File: src/rtl/sensor_request_scheduler.sv
// Request scheduler in front of the sensor decoder: one-shot client reads plus round-robin
// monitoring polls. Define SCHED_TIMEOUT_EN to build in the transaction watchdog.
`timescale 1ns/1ps
module sensor_request_scheduler #(
  parameter int unsigned N_SLOTS        = 4,
  parameter int unsigned POLL_PERIOD    = 50_000_000,
  parameter int unsigned TIMEOUT_CYCLES = 2_000_000
) (
  input  logic       clock,
  input  logic       reset_n,
  input  logic       req_valid,
  output logic       req_ready,
  input  logic [7:0] req_code,
  input  logic [4:0] req_device,
  output logic       sd_enable,
  output logic [4:0] sd_device,
  output logic [7:0] sd_request,
  input  logic       sd_finished,
  input  logic [7:0] sd_response,
  input  logic [7:0] sd_response_code,
  output logic       rsp_valid,
  input  logic       rsp_ready,
  output logic [7:0] rsp_data,
  output logic [7:0] rsp_code,
  output logic       rsp_source
);

  localparam logic [1:0] S_IDLE    = 2'd0;
  localparam logic [1:0] S_ISSUE   = 2'd1;
  localparam logic [1:0] S_WAIT    = 2'd2;
  localparam logic [1:0] S_RESPOND = 2'd3;

  localparam logic [7:0] CODE_START_TEMP = 8'h05;
  localparam logic [7:0] CODE_START_HUM  = 8'h06;
  localparam logic [7:0] CODE_STOP_TEMP  = 8'h07;
  localparam logic [7:0] CODE_STOP_HUM   = 8'h08;
  localparam logic [7:0] CODE_READ_TEMP  = 8'h03;
  localparam logic [7:0] CODE_READ_HUM   = 8'h04;
  localparam logic [7:0] ACK_START       = 8'h0A;
  localparam logic [7:0] ACK_STOP        = 8'h0B;
  localparam logic [7:0] ERR_FULL        = 8'hE1;
  localparam logic [7:0] ERR_NO_ENTRY    = 8'hE2;

  localparam int unsigned IDX_W = (N_SLOTS > 1) ? $clog2(N_SLOTS) : 1;
  localparam int unsigned PT_W  = (POLL_PERIOD > 1) ? $clog2(POLL_PERIOD) : 1;

  logic [1:0]         state;
  logic               pend_valid;
  logic [7:0]         pend_code;
  logic [4:0]         pend_device;
  logic [N_SLOTS-1:0] slot_valid;
  logic [4:0]         slot_device [N_SLOTS];
  logic [N_SLOTS-1:0] slot_kind;
  logic [IDX_W-1:0]   last_idx;
  logic [PT_W-1:0]    poll_cnt;
  logic               poll_due;

  logic               is_start;
  logic               is_stop;
  logic               cmd_kind;
  logic               match_found;
  logic [IDX_W-1:0]   match_idx;
  logic               free_found;
  logic [IDX_W-1:0]   free_idx;
  logic               poll_found;
  logic [IDX_W-1:0]   poll_idx;
  logic               any_valid;

`ifdef SCHED_TIMEOUT_EN
  localparam int unsigned WD_W = $clog2(TIMEOUT_CYCLES + 1);
  logic [WD_W-1:0] wd_cnt;
`else
  logic unused_timeout_cfg;
  assign unused_timeout_cfg = ^TIMEOUT_CYCLES;
`endif

  assign req_ready = !pend_valid;
  assign sd_enable = (state == S_ISSUE);
  assign rsp_valid = (state == S_RESPOND);
  assign any_valid = |slot_valid;

  always_comb begin
    is_start = (pend_code == CODE_START_TEMP) || (pend_code == CODE_START_HUM);
    is_stop  = (pend_code == CODE_STOP_TEMP) || (pend_code == CODE_STOP_HUM);
    cmd_kind = (pend_code == CODE_START_HUM) || (pend_code == CODE_STOP_HUM);
  end

  // Lowest-index matching entry and lowest-index free slot for the pending command.
  always_comb begin
    match_found = 1'b0;
    match_idx   = '0;
    free_found  = 1'b0;
    free_idx    = '0;
    for (int unsigned i = 0; i < N_SLOTS; i++) begin
      if (!match_found && slot_valid[IDX_W'(i)] &&
          (slot_device[IDX_W'(i)] == pend_device) && (slot_kind[IDX_W'(i)] == cmd_kind)) begin
        match_found = 1'b1;
        match_idx   = IDX_W'(i);
      end
      if (!free_found && !slot_valid[IDX_W'(i)]) begin
        free_found = 1'b1;
        free_idx   = IDX_W'(i);
      end
    end
  end

  // Round-robin: first valid slot strictly after the last served one, wrapping back to it.
  always_comb begin
    poll_found = 1'b0;
    poll_idx   = '0;
    for (int unsigned i = 1; i <= N_SLOTS; i++) begin
      if (!poll_found && slot_valid[IDX_W'((32'(last_idx) + i) % N_SLOTS)]) begin
        poll_found = 1'b1;
        poll_idx   = IDX_W'((32'(last_idx) + i) % N_SLOTS);
      end
    end
  end

  always_ff @(posedge clock or negedge reset_n) begin
    if (!reset_n) begin
      state       <= S_IDLE;
      pend_valid  <= 1'b0;
      pend_code   <= '0;
      pend_device <= '0;
      slot_valid  <= '0;
      slot_kind   <= '0;
      for (int unsigned i = 0; i < N_SLOTS; i++) slot_device[i] <= '0;
      last_idx    <= IDX_W'(N_SLOTS - 1);
      poll_cnt    <= '0;
      poll_due    <= 1'b0;
      sd_device   <= '0;
      sd_request  <= '0;
      rsp_data    <= '0;
      rsp_code    <= '0;
      rsp_source  <= 1'b0;
`ifdef SCHED_TIMEOUT_EN
      wd_cnt      <= '0;
`endif
    end else begin
      if (req_valid && req_ready) begin
        pend_valid  <= 1'b1;
        pend_code   <= req_code;
        pend_device <= req_device;
      end

      case (state)
        S_IDLE: begin
          if (pend_valid) begin
            pend_valid <= 1'b0;
            if (is_start || is_stop) begin
              rsp_data   <= {3'b000, pend_device};
              rsp_source <= 1'b0;
              state      <= S_RESPOND;
              if (is_start) begin
                if (match_found) begin
                  rsp_code <= ACK_START;
                end else if (free_found) begin
                  slot_valid[free_idx]  <= 1'b1;
                  slot_device[free_idx] <= pend_device;
                  slot_kind[free_idx]   <= cmd_kind;
                  rsp_code              <= ACK_START;
                end else begin
                  rsp_code <= ERR_FULL;
                end
              end else if (match_found) begin
                slot_valid[match_idx] <= 1'b0;
                rsp_code              <= ACK_STOP;
              end else begin
                rsp_code <= ERR_NO_ENTRY;
              end
            end else begin
              sd_device  <= pend_device;
              sd_request <= pend_code;
              rsp_source <= 1'b0;
              state      <= S_ISSUE;
            end
          end else if (poll_due && poll_found) begin
            poll_due   <= 1'b0;
            last_idx   <= poll_idx;
            sd_device  <= slot_device[poll_idx];
            sd_request <= slot_kind[poll_idx] ? CODE_READ_HUM : CODE_READ_TEMP;
            rsp_source <= 1'b1;
            state      <= S_ISSUE;
          end
        end
        S_ISSUE: begin
`ifdef SCHED_TIMEOUT_EN
          wd_cnt <= WD_W'(TIMEOUT_CYCLES);
`endif
          state  <= S_WAIT;
        end
        S_WAIT: begin
          if (sd_finished) begin
            rsp_data <= sd_response;
            rsp_code <= sd_response_code;
            state    <= S_RESPOND;
          end
`ifdef SCHED_TIMEOUT_EN
          else if (wd_cnt == WD_W'(1)) begin
            rsp_data <= 8'h00;
            rsp_code <= 8'hEF;
            state    <= S_RESPOND;
          end else begin
            wd_cnt <= wd_cnt - 1'b1;
          end
`endif
        end
        default: begin
          if (rsp_ready) state <= S_IDLE;
        end
      endcase

      // Timer placed after the FSM so a wrap coinciding with a poll issue re-arms poll_due.
      if (poll_cnt == PT_W'(POLL_PERIOD - 1)) begin
        poll_cnt <= '0;
        if (any_valid) poll_due <= 1'b1;
      end else begin
        poll_cnt <= poll_cnt + 1'b1;
      end
    end
  end

endmodule

File: config.mk
export PLATFORM = sky130hd
export DESIGN_NAME = sensor_request_scheduler
export DESIGN_NICKNAME = d
export VERILOG_FILES = /design/src/rtl/sensor_request_scheduler.sv
export SDC_FILE = /design/constraint.sdc
export NUM_CORES = 1
export LEC_CHECK = 0
export ABC_AREA = 0
export CAP_MARGIN = 20
export CORE_ASPECT_RATIO = 1.4
export CORE_MARGIN = 3
export CORE_UTILIZATION = 40
export DETAILED_ROUTE_END_ITERATION = 10
export MAX_ROUTING_LAYER = met4
export PLACE_DENSITY_LB_ADDON = 0.2
export SYNTH_ARGS = -nofsm -noshare
export SYNTH_HDL_FRONTEND = slang
export SYNTH_SLANG_ARGS = --single-unit
export TNS_END_PERCENT = 5
File: constraint.sdc
create_clock -name clock -period 5.6 [get_ports clock]
set_input_delay 1.68 -clock clock [delete_from_list [all_inputs] [get_ports clock]]
set_output_delay 1.68 -clock clock [all_outputs]
set_load 0.05 [all_outputs]
==> out/metrics.cfg <==
[global_route]
grt_use_met2 = 0.275
antenna_found_initial = 0
first_global_vias = 3956
gr-usage-all-layers = 0.179
grt_max_degree = 74
use_met3 = 0.0362
grt_pass1_wl_um = 20900
grt_use_met1 = 0.239
gr-total-overflow = 0
busiest_layer = met2

[sta]
timing.final.crit_share = 0.692
fmax_ghz = 0.258
drv_slew = 0
fin_worst_skew_ns = 0.00942
slew_headroom = 0.375
hold_violations = 0
finalSetupTns_ns = 0
rsz0062_at_grt = false
setup_viol = 0
layout_min_cycle_time_ns = 3.88
worst_slew_pin_slew_ns = 0.938

[clock_network]
cts_setup_buffers = 0
ctsResizeCount = 0
numCtsBuffers = 9
clock_latency_ns = 0.35
numClockSinks = 103
hold_buffers = 0
cts_tree = yes
clkTransAtPathRegs_ns = 0.07
clockBufferDepth = 2
htreeDepth = 3
cts_root_buf = clkbuf_16

[synthesis]
syn_area_sq_um = 5360
syn_inst = 508
synth_area_leaders = dfrtp_1 47%, mux2_2 8.8%, xnor2_1 4.1%
synth_edf_count = 0
synth_nets = 547
yosysUniqueCellTypes = 56
yosysTopAreaCellShare = 0.472
yosys.area.top_type = dfrtp_1
ys_dominant_reg_cell = dfrtp_1
async_flop_share = 1.00
syn_area_per_cell_sq_um = 10.6
seq_area_frac_synth = 0.481
synth_seq_cells = 103
yosysWarnings = 0

[outcome]
status = finished, final reports clean

[run]
maxCapViolCount = 0

[critical_path]
crit_fanout = 17
crit_type = reg2out
worst_ep_required_time_ns = 3.92
crit_arrival_ns = 2.20
cp-end-kind = output pin
startpoint_type = flop

[floorplan]
dieHeight_um = 143
start_util = 0.412
dieArea_sq_um = 14800
num_rows = 49
die_w_um = 104
core_sq_um = 13000
ios = 67

[final_layout]
n_antenna_cell = 0
final_nets = 600
n_fill_cell = 1235
layout-drive-gt1-share = 0.135
fin_cells = 743
final_cell_mix = 101 x dfrtp_1, 65 x clkdlybuf4s50_1, 56 x nand2_1
area_growth_pct = 19.5
final_common_cell = dfrtp_1
postLayoutCoreUtil = 0.493

[pwr]
cellLeakagePower_nw = 2.68
max-vdd-ir-drop_uv = 311
powerDensity_nw_per_um2 = 461

[place]
portBuffers = 66
hpwl_um = 8810
dp_cells = 728
place_congestion = 0.792

[routing]
postRouteAntennaNets = 0
drtIter0Drc = 157
vias = 3896
wl_um = 12100
vias_per_cell = 5.24
post_drt_wl_per_cell_um = 16.3
drt_first_pass_iters = 4
drc = 0

[min_path]
min-delay-path-class = reg2reg

cell families after synthesis:
| group | Yosys count | share of synthesized area |
|---|---|---|
| AO/OA/AOI/OAI | 82 | 0.106 |
| buffers and inverters | 48 | 0.0450 |
| XOR/XNOR | 48 | 0.0784 |
| adder cells (fa/ha/maj) | 5 | 0.0117 |
| multiplexers | 50 | 0.104 |
| flip-flops | 103 | 0.481 |
| AND/OR/NAND/NOR | 172 | 0.173 |
critical path: stages (launching register included):
cell and delay (ns):
dfrtp_1 0.58, inv_1 0.38, clkdlybuf4s50_1 0.89
per-stage QoR:
stage          instance area [sq um]  power, mW  hold WS [ns]  worst slack, ns
2_1_floorplan                   5360       1.97         0.424             2.73
4_1_cts                         6400       2.99         0.453             1.70
6_report                        6400       2.95         0.450             1.72
3_3_place_gp                    6110       2.32         0.436             2.12
3_5_place_dp                    6110       2.35         0.444             2.09
5_1_grt                         6400       3.13         0.489             1.62
cell usage after synthesis, types with 2 or more instances:
cell / instances
a211oi_1: 2
a21oi_1: 8
a31oi_1: 7
and2_1: 6
and3_1: 4
and3_2: 2
and4_1: 4
buf_4: 4
buf_6: 6
clkbuf_1: 17
dfrtp_1: 101
dfstp_2: 2
ha_1: 5
inv_1: 19
mux2_2: 42
mux2i_1: 7
nand2_1: 56
nand2b_1: 6
nand3_1: 15
nand4_1: 11
nand4_4: 4
nor2_1: 31
nor2b_1: 16
nor3_1: 8
nor3b_1: 2
nor4_1: 3
o211a_1: 2
o211ai_1: 19
o21ai_0: 23
o31a_1: 2
o31ai_1: 3
xnor2_1: 25
xor2_1: 23
flip-flops by register name, indices dropped and copies added (netlist names):
register and cells:
poll_due 1, pend_device 5, slot_kind 4, poll_cnt 26
sd_request 8, rsp_code 8, rsp_data 8, last_idx 2
rsp_source 1, pend_valid 1, sd_device 5, slot_valid 4
pend_code 8, slot_device 20, state 2
metal layers:
layer,up-vias,share of wire
li1,1878,-
met1,1927,0.48
met2,82,0.46
met3,9,0.041
met4,0,0.012
met5,-,0
power breakdown:
group / leakage (nW) / internal, mW / switching [mW]
Clock: 0.145 / 0.356 / 0.275
Sequential: 1.33 / 0.906 / 0.212
Combinational: 1.20 / 0.465 / 0.738
worst paths after layout:
kind | start | end | slack [ns] | cells after the start
worst max-delay path | pend_valid | req_ready | 1.72 | 2
worst min-delay path | poll_cnt[0] | poll_cnt[0] | 0.45 | 1
worst max register to register | pend_code[4] | slot_device[18] | 2.78 | 6
worst min register to register | poll_cnt[0] | poll_cnt[0] | 0.45 | 1
max in group asynchronous | reset_n | slot_device[8] | 3.16 | 2
min in group asynchronous | reset_n | state[1] | 1.45 | 1
cell type report:
cell class,count,area (sq um),share of cell area
sequential,103,2580,0.403
clock buffer,10,239,0.0373
tap,178,223,0.0348
inverter,19,71.3,0.0111
timing repair buffer,71,696,0.109
clock inverter,5,56.3,0.00879
multi-input combinational,357,2540,0.396
No activity file was read; power rests on OpenSTA's default activity.
